`src/rtl/read_pulse_pacer_pkg.sv`:
```
// ---------------------------------------------------------------------------
// read_pulse_pacer_pkg
// Shared encodings and default constants for the read pulse pacer and the
// fast2slow pulse path it feeds.
// Rev 1.0 - initial release
// ---------------------------------------------------------------------------
`default_nettype none

package read_pulse_pacer_pkg;

  // Pacer FSM encodings
  typedef enum logic [1:0] {
    IDLE = 2'd0,
    FIRE = 2'd1,
    GAP  = 2'd2
  } pacer_state_t;

  // Default spacing: 8 cycles at 50 MHz = 160 ns, >2 cycles of a 3x-slower clock
  localparam int unsigned C_GAP_CYCLES = 8;
  // Default pending-counter width (saturates at 15)
  localparam int unsigned C_CNT_W      = 4;
  // Gap timer width, enough for the full 2..255 spacing range
  localparam int unsigned C_TIMER_W    = 8;

endpackage

`default_nettype wire

```
`src/rtl/read_pulse_pacer_gap_timer.sv`:
```
// ---------------------------------------------------------------------------
// read_pulse_pacer_gap_timer
// Loadable down-counter with a zero flag. Holds at zero; load has priority
// over decrement.
// Rev 1.0 - initial release
// ---------------------------------------------------------------------------
`default_nettype none

module read_pulse_pacer_gap_timer
  import read_pulse_pacer_pkg::*;
#(
  parameter int unsigned W = C_TIMER_W
) (
  input  logic         clk,
  input  logic         rst_n,
  input  logic         i_load,
  input  logic [W-1:0] i_load_val,
  input  logic         i_dec,
  output logic         o_zero
);

  logic [W-1:0] r_value;

  // Count register: load wins, otherwise decrement until zero
  always_ff @(posedge clk or negedge rst_n) begin
    if (!rst_n) begin
      r_value <= '0;
    end else if (i_load) begin
      r_value <= i_load_val;
    end else if (i_dec && (r_value != '0)) begin
      r_value <= r_value - W'(1);
    end
  end

  assign o_zero = (r_value == '0);

endmodule

`default_nettype wire

```
`src/rtl/read_pulse_pacer.sv`:
```
// ---------------------------------------------------------------------------
// read_pulse_pacer
// Queues single-cycle read strobes in a saturating counter and re-emits them
// as single-cycle read pulses spaced GAP_CYCLES apart, so a downstream
// fast-to-slow pulse synchronizer never merges or drops a pulse.
// Rev 1.0 - initial release
// ---------------------------------------------------------------------------
`default_nettype none

module read_pulse_pacer
  import read_pulse_pacer_pkg::*;
#(
  parameter int unsigned GAP_CYCLES = C_GAP_CYCLES,
  parameter int unsigned CNT_W      = C_CNT_W
) (
  input  logic             sys_clk,
  input  logic             sys_rst_n,
  input  logic             req,
  input  logic             en,
  input  logic             ovf_clr,
  output logic             read,
  output logic [CNT_W-1:0] pending,
  output logic             busy,
  output logic             ovf
);

  // FIRE occupies one cycle of the spacing, GAP the remaining GAP_CYCLES-1,
  // and the timer's zero cycle is itself a GAP cycle, hence the -2.
  localparam logic [C_TIMER_W-1:0] c_gap_load = C_TIMER_W'(GAP_CYCLES - 2);

  pacer_state_t     r_state;
  pacer_state_t     w_state_next;
  logic [CNT_W-1:0] r_pending;
  logic [CNT_W-1:0] w_pending_next;
  logic             r_read;
  logic             r_busy;
  logic             r_ovf;
  logic             w_gap_zero;
  logic             w_can_fire;
  logic             w_take;
  logic             w_sat;
  logic             w_drop;
  logic             w_inc;

  assign w_can_fire = en && ((r_pending != '0) || req);
  assign w_take     = (w_state_next == FIRE);
  assign w_sat      = (r_pending == {CNT_W{1'b1}});
  // A request is only lost when full and nothing leaves on the same edge
  assign w_drop     = req && w_sat && !w_take;
  assign w_inc      = req && !w_drop;

  // Next-state decode; en gates only the entry into FIRE
  always_comb begin
    w_state_next = r_state;
    case (r_state)
      IDLE: if (w_can_fire) w_state_next = FIRE;
      FIRE: w_state_next = GAP;
      GAP: begin
        if (w_gap_zero) begin
          w_state_next = w_can_fire ? FIRE : IDLE;
        end
      end
      default: w_state_next = IDLE;
    endcase
  end

  assign w_pending_next = r_pending + CNT_W'(w_inc) - CNT_W'(w_take);

  // State register
  always_ff @(posedge sys_clk or negedge sys_rst_n) begin
    if (!sys_rst_n) begin
      r_state <= IDLE;
    end else begin
      r_state <= w_state_next;
    end
  end

  // Pending counter and registered read/busy outputs
  always_ff @(posedge sys_clk or negedge sys_rst_n) begin
    if (!sys_rst_n) begin
      r_pending <= '0;
      r_read    <= 1'b0;
      r_busy    <= 1'b0;
    end else begin
      r_pending <= w_pending_next;
      r_read    <= (w_state_next == FIRE);
      r_busy    <= (w_state_next != IDLE) || (w_pending_next != '0);
    end
  end

  // Sticky overflow flag; a drop on the clearing edge keeps it set
  always_ff @(posedge sys_clk or negedge sys_rst_n) begin
    if (!sys_rst_n) begin
      r_ovf <= 1'b0;
    end else if (w_drop) begin
      r_ovf <= 1'b1;
    end else if (ovf_clr) begin
      r_ovf <= 1'b0;
    end
  end

  read_pulse_pacer_gap_timer #(
    .W (C_TIMER_W)
  ) u_gap_timer (
    .clk        (sys_clk),
    .rst_n      (sys_rst_n),
    .i_load     (w_take),
    .i_load_val (c_gap_load),
    .i_dec      (r_state == GAP),
    .o_zero     (w_gap_zero)
  );

  assign read    = r_read;
  assign pending = r_pending;
  assign busy    = r_busy;
  assign ovf     = r_ovf;

endmodule

`default_nettype wire

```
`config.mk`:
```
export PLATFORM = sky130hd
export DESIGN_NAME = read_pulse_pacer
export DESIGN_NICKNAME = d
export VERILOG_FILES = /design/src/rtl/read_pulse_pacer_pkg.sv /design/src/rtl/read_pulse_pacer_gap_timer.sv /design/src/rtl/read_pulse_pacer.sv
export SDC_FILE = /design/constraint.sdc
export NUM_CORES = 1
export LEC_CHECK = 0
export CORE_ASPECT_RATIO = 0.8
export CORE_UTILIZATION = 40
export CTS_CLUSTER_SIZE = 24
export DETAILED_ROUTE_END_ITERATION = 10
export PLACE_DENSITY = 0.7
export SYNTH_ARGS = -nofsm -noshare
export SYNTH_HDL_FRONTEND = slang
export SYNTH_SLANG_ARGS = --single-unit
```
`constraint.sdc`:
```
create_clock -name sys_clk -period 4 [get_ports sys_clk]
set_input_delay 0.4 -clock sys_clk [delete_from_list [all_inputs] [get_ports sys_clk]]
set_output_delay 0.4 -clock sys_clk [all_outputs]
set_load 0.01 [all_outputs]
```
# Word-level counts from Yosys, hierarchy flattened
# Index checks and enable logic that the tools add are counted.
dict set report word_totals {
  reg_bits 17
  input_bits 5
  output_inout_bits 7
  wordCells 38
}
dict set report classes {
  n_addsub 3
  eq_ne 4
  n_mux 8
  n_reduce_logical 17
}
# op n
set op_table {}
lappend op_table {{8-bit two-way mux} 2}
lappend op_table {{8-bit logical NOT} 1}
lappend op_table {{4-bit nonzero test} 2}
lappend op_table {{8-bit nonzero test} 1}
lappend op_table {{8-bit by 1-bit subtractor with 8-bit output (second input constant)} 1}
lappend op_table {{2-bit one-hot mux with 3 select lines} 1}
lappend op_table {{2-bit nonzero test} 3}
lappend op_table {{1-bit logical AND} 5}
lappend op_table {{4-bit by 1-bit adder with 4-bit output} 1}
lappend op_table {{2-bit by 1-bit == test with 1-bit output (second input constant)} 2}
lappend op_table {{4-bit == test (second input constant)} 1}
lappend op_table {{2-bit two-way mux} 2}
lappend op_table {{4-bit by 1-bit subtractor with 4-bit output} 1}
lappend op_table {{1-bit two-way mux} 3}
lappend op_table {{2-bit == test (second input constant)} 1}
lappend op_table {{1-bit logical NOT} 2}
lappend op_table {{2-bit logical NOT} 1}
lappend op_table {{1-bit logical OR} 2}

# Logic depth before layout (Yosys ltp)
# Gate-level depths: netlist (run 1).
dict set report depth {
  depth_word 15
  depth_mapped 13
  depth_no_buf 12
}

# Modules after synthesis
# Synthesis (run 1) repeated with hierarchy kept, for this count alone.
dict set report unflattened {
  cells_unflattened 105
  area_unflattened_um2 1053.5
}
# mod n_inst cells_each area_each_um2 seq_area_each_um2
set by_module_without_submodules {}
lappend by_module_without_submodules {read_pulse_pacer_gap_timer 1 58 528.0 200.2}
lappend by_module_without_submodules {read_pulse_pacer 1 47 525.5 225.2}

# Worst setup path after synthesis (run 1)
# Ideal clock, no wire load.
dict set report synth_path {
  kind {register to register}
  start {register u_gap_timer.r_value[0]}
  end {register r_busy (netlist: busy)}
  setup_time_ns 0.131
  arrival_time_ns 2.653
  required_time_ns 3.869
  path_slack_ns 1.216
  path_stages_with_launch 12
  n_path_buf 0
  synth_period_minus_slack_ns 2.784
  cell_sequence {dfrtp_1 > inv_1 > ha_1 > nor3b_2 > a21boi_1 > or3_4 > o21ai_0 > ha_1 > fa_1 > nor3_1 > nand2_1 > or3_1}
}
dict set report synth_via {
  elab_chain_cells 12
  elab_cells_between_ends 13
  classes_between {2 x add/sub; 1 x eq/ne; 2 x mux; 8 x reduce/logical}
}
# item line_no
set synth_lines {}
lappend synth_lines {{from (decl)} read_pulse_pacer_gap_timer.sv:22} ;# logic [W-1:0] r_value;
lappend synth_lines {{from (signal assigned)} read_pulse_pacer_gap_timer.sv:29} ;# r_value <= i_load_val;
lappend synth_lines {{from (signal assigned)} read_pulse_pacer_gap_timer.sv:31} ;# r_value <= r_value - W'(1);
lappend synth_lines {{8-bit logical NOT (*)} read_pulse_pacer_gap_timer.sv:35} ;# assign o_zero = (r_value == '0);
lappend synth_lines {{2-bit two-way mux (*)} read_pulse_pacer.sv:59} ;# if (w_gap_zero) begin
lappend synth_lines {{2-bit one-hot mux with 3 select lines (*)} read_pulse_pacer.sv:55} ;# case (r_state)
lappend synth_lines {{2-bit by 1-bit == test with 1-bit output (*)} read_pulse_pacer.sv:46} ;# assign w_take = (w_state_next == FIRE);
lappend synth_lines {{1-bit logical NOT} read_pulse_pacer.sv:49} ;# assign w_drop = req && w_sat && !w_take;
lappend synth_lines {{1-bit logical AND} read_pulse_pacer.sv:49}
lappend synth_lines {{1-bit logical NOT} read_pulse_pacer.sv:50} ;# assign w_inc = req && !w_drop;
lappend synth_lines {{1-bit logical AND} read_pulse_pacer.sv:50}
lappend synth_lines {{4-bit by 1-bit adder with 4-bit output} read_pulse_pacer.sv:67} ;# assign w_pending_next = r_pending + CNT_W'(w_inc) - CNT_W'(w_take);
lappend synth_lines {{4-bit by 1-bit subtractor with 4-bit output (*)} read_pulse_pacer.sv:67}
lappend synth_lines {{net w_pending_next[1]} read_pulse_pacer.sv:34} ;# logic [CNT_W-1:0] w_pending_next;
lappend synth_lines {{4-bit nonzero test (*)} read_pulse_pacer.sv:87} ;# r_busy <= (w_state_next != IDLE) || (w_pending_next != '0);
lappend synth_lines {{1-bit logical OR (*)} read_pulse_pacer.sv:87}
lappend synth_lines {{to (signal assigned)} read_pulse_pacer.sv:87}
lappend synth_lines {{to (decl)} read_pulse_pacer.sv:36} ;# logic r_busy;
# Mark *: on every way through the listed nets, which the timed path passes. The rest lies on a longest branch.
# A chain may end at the register's enable or synchronous reset.

# Worst setup path after layout (run 1)
dict set report layout_path {
  start {register u_gap_timer.r_value[1]}
  end {register r_busy (netlist: busy)}
}
dict set report layout_via {
  elab_chain_cells 12
  elab_cells_between_ends 13
  classes_between {2 x add/sub; 1 x eq/ne; 2 x mux; 8 x reduce/logical}
}
# item line_no
set layout_lines {}
lappend layout_lines {{8-bit logical NOT (*)} read_pulse_pacer_gap_timer.sv:35}
lappend layout_lines {{2-bit two-way mux (*)} read_pulse_pacer.sv:59}
lappend layout_lines {{2-bit one-hot mux with 3 select lines (*)} read_pulse_pacer.sv:55}
lappend layout_lines {{net w_state_next[0]} read_pulse_pacer.sv:32} ;# pacer_state_t w_state_next;
lappend layout_lines {{2-bit by 1-bit == test with 1-bit output (*)} read_pulse_pacer.sv:46}
lappend layout_lines {{1-bit logical NOT} read_pulse_pacer.sv:49}
lappend layout_lines {{1-bit logical AND} read_pulse_pacer.sv:49}
lappend layout_lines {{1-bit logical NOT} read_pulse_pacer.sv:50}
lappend layout_lines {{1-bit logical AND} read_pulse_pacer.sv:50}
lappend layout_lines {{4-bit by 1-bit adder with 4-bit output} read_pulse_pacer.sv:67}
lappend layout_lines {{4-bit by 1-bit subtractor with 4-bit output (*)} read_pulse_pacer.sv:67}
lappend layout_lines {{net w_pending_next[2]} read_pulse_pacer.sv:34}
lappend layout_lines {{4-bit nonzero test (*)} read_pulse_pacer.sv:87}
lappend layout_lines {{1-bit logical OR (*)} read_pulse_pacer.sv:87}
# Marks and branches as above.

==> results of run 1 <==
-- Yosys cell counts --
cell type	number
ha_1	7
or4b_1	1
nand4b_1	1
nor4_4	1
nand3b_1	2
o221ai_1	1
nor4_1	1
xnor2_1	2
or3_1	2
o21ai_0	8
nor3b_2	1
fa_1	1
o22ai_1	1
or3_4	1
a21boi_1	1
a21oi_1	2
mux2i_1	1
o31ai_1	1
nand2_1	5
nand3_1	4
o31a_2	1
nor3b_1	1
nor2b_1	1
o21ai_2	1
nor2_1	5
a21o_1	2
a21bo_4	1
dfrtp_1	17
inv_1	7
nor3_1	1
xor2_1	2
a21boi_0	1
buf_6	1
-- how the worst min path moves through the flow --
stage	from	endpoint	slack, ns	cells after the start
after floorplan	sys_rst_n	busy	0.10	0
after global placement	r_state[1]	r_state[1]	0.48	1
after detailed placement	r_state[1]	r_state[1]	0.49	1
after CTS	r_state[1]	r_state[1]	0.50	1
after global routing	r_state[1]	r_state[1]	0.53	1
final	r_state[1]	r_state[1]	0.50	1
-- stage by stage --
step | hold WS, ns | worst slack (ns) | power, W | instances
2_1_floorplan | 0.104 | 1.22 | 0.000606 | 85
3_3_place_gp | 0.480 | 0.594 | 0.000735 | 120
3_5_place_dp | 0.487 | 0.590 | 0.000743 | 120
4_1_cts | 0.501 | 0.821 | 0.000834 | 124
5_1_grt | 0.528 | 0.598 | 0.000909 | 124
6_report | 0.496 | 0.809 | 0.000829 | 124
-- flip-flops by register name, indices dropped and copies added, names as in the netlist --
register	flops
u_gap_timer.r_value	8
r_state	2
pending	4
read	1
ovf	1
busy	1
-- cell type report --
class,instances,share of cell area (%)
Multi-Input combinational cell,60,42.8
Tap cell,25,2.89
Inverter,7,2.42
Timing Repair Buffer,11,10.2
Clock buffer,4,2.42
Sequential cell,17,39.3
-- per-layer routing --
metal | track usage (%) | vias to the layer above | wire length [um] | share of wire (%)
met3 | 5.73 | 2 | 68 | 4.3
met1 | 20.0 | 303 | 849 | 54
met5 | 0 | - | 0 | 0
li1 | - | 334 | - | -
met4 | 4.39 | 0 | 21 | 1.3
met2 | 22.2 | 10 | 640 | 41
-- power by group --
| part | leakage [nW] | total (W) | internal [W] | switching, W |
|---|---|---|---|---|
| Sequential | 0.210 | 0.000320 | 0.000246 | 0.0000739 |
| Clock | 0.0150 | 0.0000897 | 0.0000387 | 0.0000510 |
| Combinational | 0.254 | 0.000419 | 0.000203 | 0.000217 |
-- cell families after synthesis --
group           Yosys count
simple gates             27
compound gates           20
xor+xnor                  4
buf+inv                   8
mux                       1
fa+ha+maj                 8
flops                    17
-- critical path: cells and delay by family (launching register included) --
kind	cells	cell delay (ns)
flip-flops	1	0.43
buffers and inverters	1	0.11
adder cells (fa/ha/maj)	3	0.78
AO/OA/AOI/OAI	2	0.38
XOR/XNOR	1	0.19
AND/OR/NAND/NOR	5	1.18
==> impl_metrics.json, run 1 <==
{
  "status": "completed",
  "critPathMaxStageDelay_ns": 0.43,
  "grt_pass1_wl_um": 2770,
  "avgSynthCellArea_um2": 10.9,
  "critPathLaunch": "u_gap_timer.r_value[1]",
  "synth_top_area_share_pct": 45.9,
  "layout.area.seq_um2": 425,
  "relSlewSlack_pct": 52.0,
  "hold_violations": 0,
  "area_growth_pct": 16.9,
  "die_h_um": 45.1,
  "synthesis.nets": 98,
  "cts_inserted_buffers": 3,
  "synth_area_um2": 927,
  "synthAdderAreaFrac_pct": 11.6,
  "dp_hpwl_um": 1250,
  "ys_top_cells_by_area": "dfrtp_1 46%, ha_1 9.4%, o21ai_0 4.3%",
  "fmax_ghz": 0.313,
  "num_rows": 15,
  "dpl_cell_area_um2": 1060,
  "synth.distinct_cells": 33,
  "synth-xor-area-share_pct": 3.78,
  "crit_chain": "inv_1 -> ha_1 -> nor3b_2 -> a21boi_1 -> nor2_1 -> o21ai_0 -> ha_1 -> fa_1 -> xor2_1 -> nor3_1 -> nand2_1 -> or3_1",
  "drc": 0,
  "arrival_ns": 3.36,
  "grt_overflow_total": 0,
  "crit_end": "busy",
  "finalSetupViolations": 0,
  "die-area_um2": 2520,
  "via_count": 649,
  "first_pass_iters": 4,
  "powerDensity_nw_per_um2": 765,
  "rsz0062_at_grt": "no",
  "clk_path_buf_depth": 2,
  "multi_input_area_um2": 464,
  "finalCritPeriodShare_pct": 79.8,
  "required_ns": 4.17,
  "drive_above_1_share_pct": 9.09,
  "tightest_slew_ns": 0.718,
  "slew_viol_final": 0,
  "final_antenna_net_count": 0,
  "p_leak_nw": 0.479,
  "critPathMaxFanout": 7,
  "fill_cells": 206,
  "period_needed_ns": 3.19,
  "layout.nets": 113,
  "cap_viol_max_count": 0,
  "final_area_um2": 1080,
  "fin_util_pct": 49.8,
  "ir_drop_mv": 0.399,
  "wl_per_cell_um": 12.7,
  "cts_tree": "yes",
  "min_path_type": "flop to flop",
  "worstSkewPairLatency_ns": 0.29,
  "grt_max_degree": 18,
  "diodes": 0,
  "r2r_cells": 12,
  "cp-start-kind": "flop",
  "fin_skew_ns": 0.00364,
  "synthMuxAreaShare_pct": 1.08,
  "synth.largest_area_cell": "dfrtp_1",
  "clk_pin_slew_ns": 0.09,
  "cp_common_cell": "ha_1",
  "synth_compound_area_share_pct": 14.8,
  "final_common_cell": "dfrtp_1",
  "initial_core_util_pct": 42.6,
  "first_global_vias": 615,
  "cts_resized": 0,
  "end_kind": "flop",
  "coreArea_um2": 2180,
  "synth_top_family_by_area": "simple AND/OR/NAND/NOR gates",
  "fp.dieW_um": 55.8,
  "r2r_start": "u_gap_timer.r_value[1]",
  "portBuffers": 11,
  "rr_endpoint": "busy",
  "r2r_slack_ns": 0.81,
  "wl_um": 1580,
  "critPathKind": "flop to flop",
  "synthCells": 85,
  "yosys_warnings": 0,
  "pin_count": 12,
  "place_congestion": 0.735,
  "detail_route.vias_per_cell": 5.23,
  "yosys.area_share.simple_pct": 18.8,
  "cts-root-buf": "clkbuf_4",
  "fin_setup_tns_ns": 0,
  "clkSinkCount": 17,
  "antenna_found_initial": 0,
  "grt.total_usage_pct": 14.7,
  "post_cts_buffers": 0,
  "critical-path-slowest-cell": "dfrtp_1",
  "ys_seq_area_share_pct": 45.9,
  "postCtsHoldBufs": 0,
  "htree_levels": 1,
  "first_iter_violations": 6,
  "final_cell_mix": "17 x dfrtp_1, 11 x clkdlybuf4s50_1, 8 x o21ai_0, 7 x inv_1, 7 x ha_1",
  "ys_seq_elements": 17
}
No activity file was read; power rests on OpenSTA's default activity.
==> run 2: changes to the inputs <==
==> constraint.sdc (replaced) <==
create_clock -name sys_clk -period 3.1 [get_ports sys_clk]
set_input_delay 0.31 -clock sys_clk [delete_from_list [all_inputs] [get_ports sys_clk]]
set_output_delay 0.31 -clock sys_clk [all_outputs]
set_load 0.01 [all_outputs]
==> impl_metrics.json, run 2 (synthesis gave the netlist of run 1 again) <==
{
  "status": "completed",
  "fin_util_pct": 53.2,
  "num_rows": 15,
  "wl_per_cell_um": 14.4,
  "worstSkewPairLatency_ns": 0.29,
  "die_h_um": 45.1,
  "hold_violations": 0,
  "rsz0062_at_grt": "no",
  "r2r_start": "pending[2]",
  "final_antenna_net_count": 0,
  "critPathBufInv": 1,
  "ir_drop_mv": 0.471,
  "r2r_cells": 12,
  "tightest_slew_ns": 0.782,
  "grt_overflow_total": 0,
  "final_area_um2": 1160,
  "r2r_slack_ns": 0.18,
  "antenna_found_initial": 0,
  "clk_pin_slew_ns": 0.10,
  "pwr-share-clk_pct": 10.2,
  "switching_share_pct": 40.9,
  "pwr-share-comb_pct": 54.9,
  "critPathMaxFanout": 4,
  "rr_endpoint": "busy",
  "area_growth_pct": 25.0,
  "pin_count": 12,
  "critPathMaxStageDelay_ns": 0.43,
  "first_global_vias": 716,
  "fin_skew_ns": 0.00331,
  "clkSinkCount": 17,
  "cts-root-buf": "clkbuf_4",
  "powerDensity_nw_per_um2": 1010,
  "diodes": 0,
  "drc": 0,
  "final_common_cell": "dfrtp_1",
  "p_leak_nw": 0.517,
  "required_ns": 3.28,
  "min_path_type": "primary input to asynchronous set/reset pin",
  "period_needed_ns": 2.92,
  "end_kind": "flop",
  "die-area_um2": 2520,
  "relSlewSlack_pct": 47.7,
  "fp.dieW_um": 55.8,
  "arrival_ns": 3.10,
  "p_sw_w": 0.000481,
  "critPathLaunch": "pending[2]",
  "p_seq_share_pct": 34.9,
  "internal_power_w": 0.000695,
  "critical-path-slowest-cell": "or4b_1",
  "grt_pass1_wl_um": 3270,
  "final_cell_mix": "17 x dfrtp_1, 11 x clkdlybuf4s50_1, 8 x o21ai_0, 8 x buf_4, 7 x inv_1",
  "multi_input_area_um2": 479,
  "cp-start-kind": "flop",
  "coreArea_um2": 2180,
  "drive_above_1_share_pct": 18.7,
  "cts_tree": "yes",
  "dp_hpwl_um": 1430,
  "htree_levels": 1,
  "slew_viol_final": 0,
  "portBuffers": 11,
  "fmax_ghz": 0.342,
  "crit_family": "simple AND/OR/NAND/NOR gates",
  "critPathKind": "flop to flop",
  "largest_register_ffs": 8,
  "via_count": 718,
  "wl_um": 1900,
  "crit_chain": "inv_1 -> ha_1 -> or4b_1 -> nand3_1 -> or3_4 -> o21ai_0 -> ha_2 -> fa_1 -> xor2_1 -> nor3_1 -> nand2_1 -> or3_1",
  "dpl_cell_area_um2": 1100,
  "fill_cells": 193,
  "finalSetupViolations": 0,
  "place_congestion": 0.740,
  "cts_inserted_buffers": 3,
  "first_pass_iters": 4,
  "cap_viol_max_count": 0,
  "layout.area.seq_um2": 425,
  "grt_max_degree": 18,
  "grt.total_usage_pct": 17.5,
  "clk_path_buf_depth": 2,
  "finalCritPeriodShare_pct": 94.2,
  "first_iter_violations": 30,
  "regMostFlops": "u_gap_timer.r_value",
  "initial_core_util_pct": 42.6,
  "layout.nets": 121,
  "postCtsHoldBufs": 0,
  "detail_route.vias_per_cell": 5.44
}
[run 2: cell types whose count changed in the layout (fill, tap and decap cells not counted)]
cell / previous run / this run
buf_4: 0 / 8
nor3b_4: 0 / 1
nor2_1: 5 / 4
ha_1: 7 / 6
a21boi_2: 0 / 1
nor3b_2: 1 / 0
ha_2: 0 / 1
a21boi_1: 1 / 0
nor2_2: 0 / 1
[run 2: layer usage]
metal	share of wire [%]	GRT usage, %
met5	0	0
met4	1.4	6.34
met3	4.5	5.44
met2	48	28.2
met1	46	22.7
[run 2: worst max path at each step]
| stage | endpoint | cells past startpoint | slack (ns) |
|---|---|---|---|
| CTS | busy | 12 | 0.0004 |
| detailed placement | busy | 12 | -0.006 |
| finish | busy | 12 | 0.18 |
| global route | busy | 12 | 0.02 |
| floorplan | busy | 11 | 0.32 |
| global placement | busy | 11 | 0.12 |
[run 2: power by group through the flow]
stage	Sequential [W]	Combinational [W]	Clock, W
after floorplan	0.000418	0.000364	0
after global placement	0.000408	0.000573	0
after detailed placement	0.000413	0.000600	0
after CTS	0.000408	0.000604	0.000122
after global routing	0.000426	0.000719	0.000137
final	0.000410	0.000646	0.000120
[run 2: stage by stage]
step	setup TNS, ns	instances	power [W]	setup slack (ns)	hold slack (ns)
floorplan	0	85	0.000781	0.316	0.0144
global placement	0	126	0.000981	0.116	0.492
detailed placement	-0.00566	126	0.00101	-0.00566	0.489
CTS	0	130	0.00113	0.000410	0.488
global route	0	132	0.00128	0.0169	0.514
finish	0	132	0.00118	0.179	0.464
[run 2: timing repair]
action                                  in CTS  in global routing
resized for setup                            0                  4
endpoints found under the setup margin       0                  1
setup buffers                                0                  2
[run 2: layout make-up]
class	count	share of cell area [%]
Inverter	7	2.27
Timing Repair Buffer	19	14.7
Sequential cell	17	36.7
Tap cell	25	2.70
Clock buffer	4	2.27
Multi-Input combinational cell	60	41.4
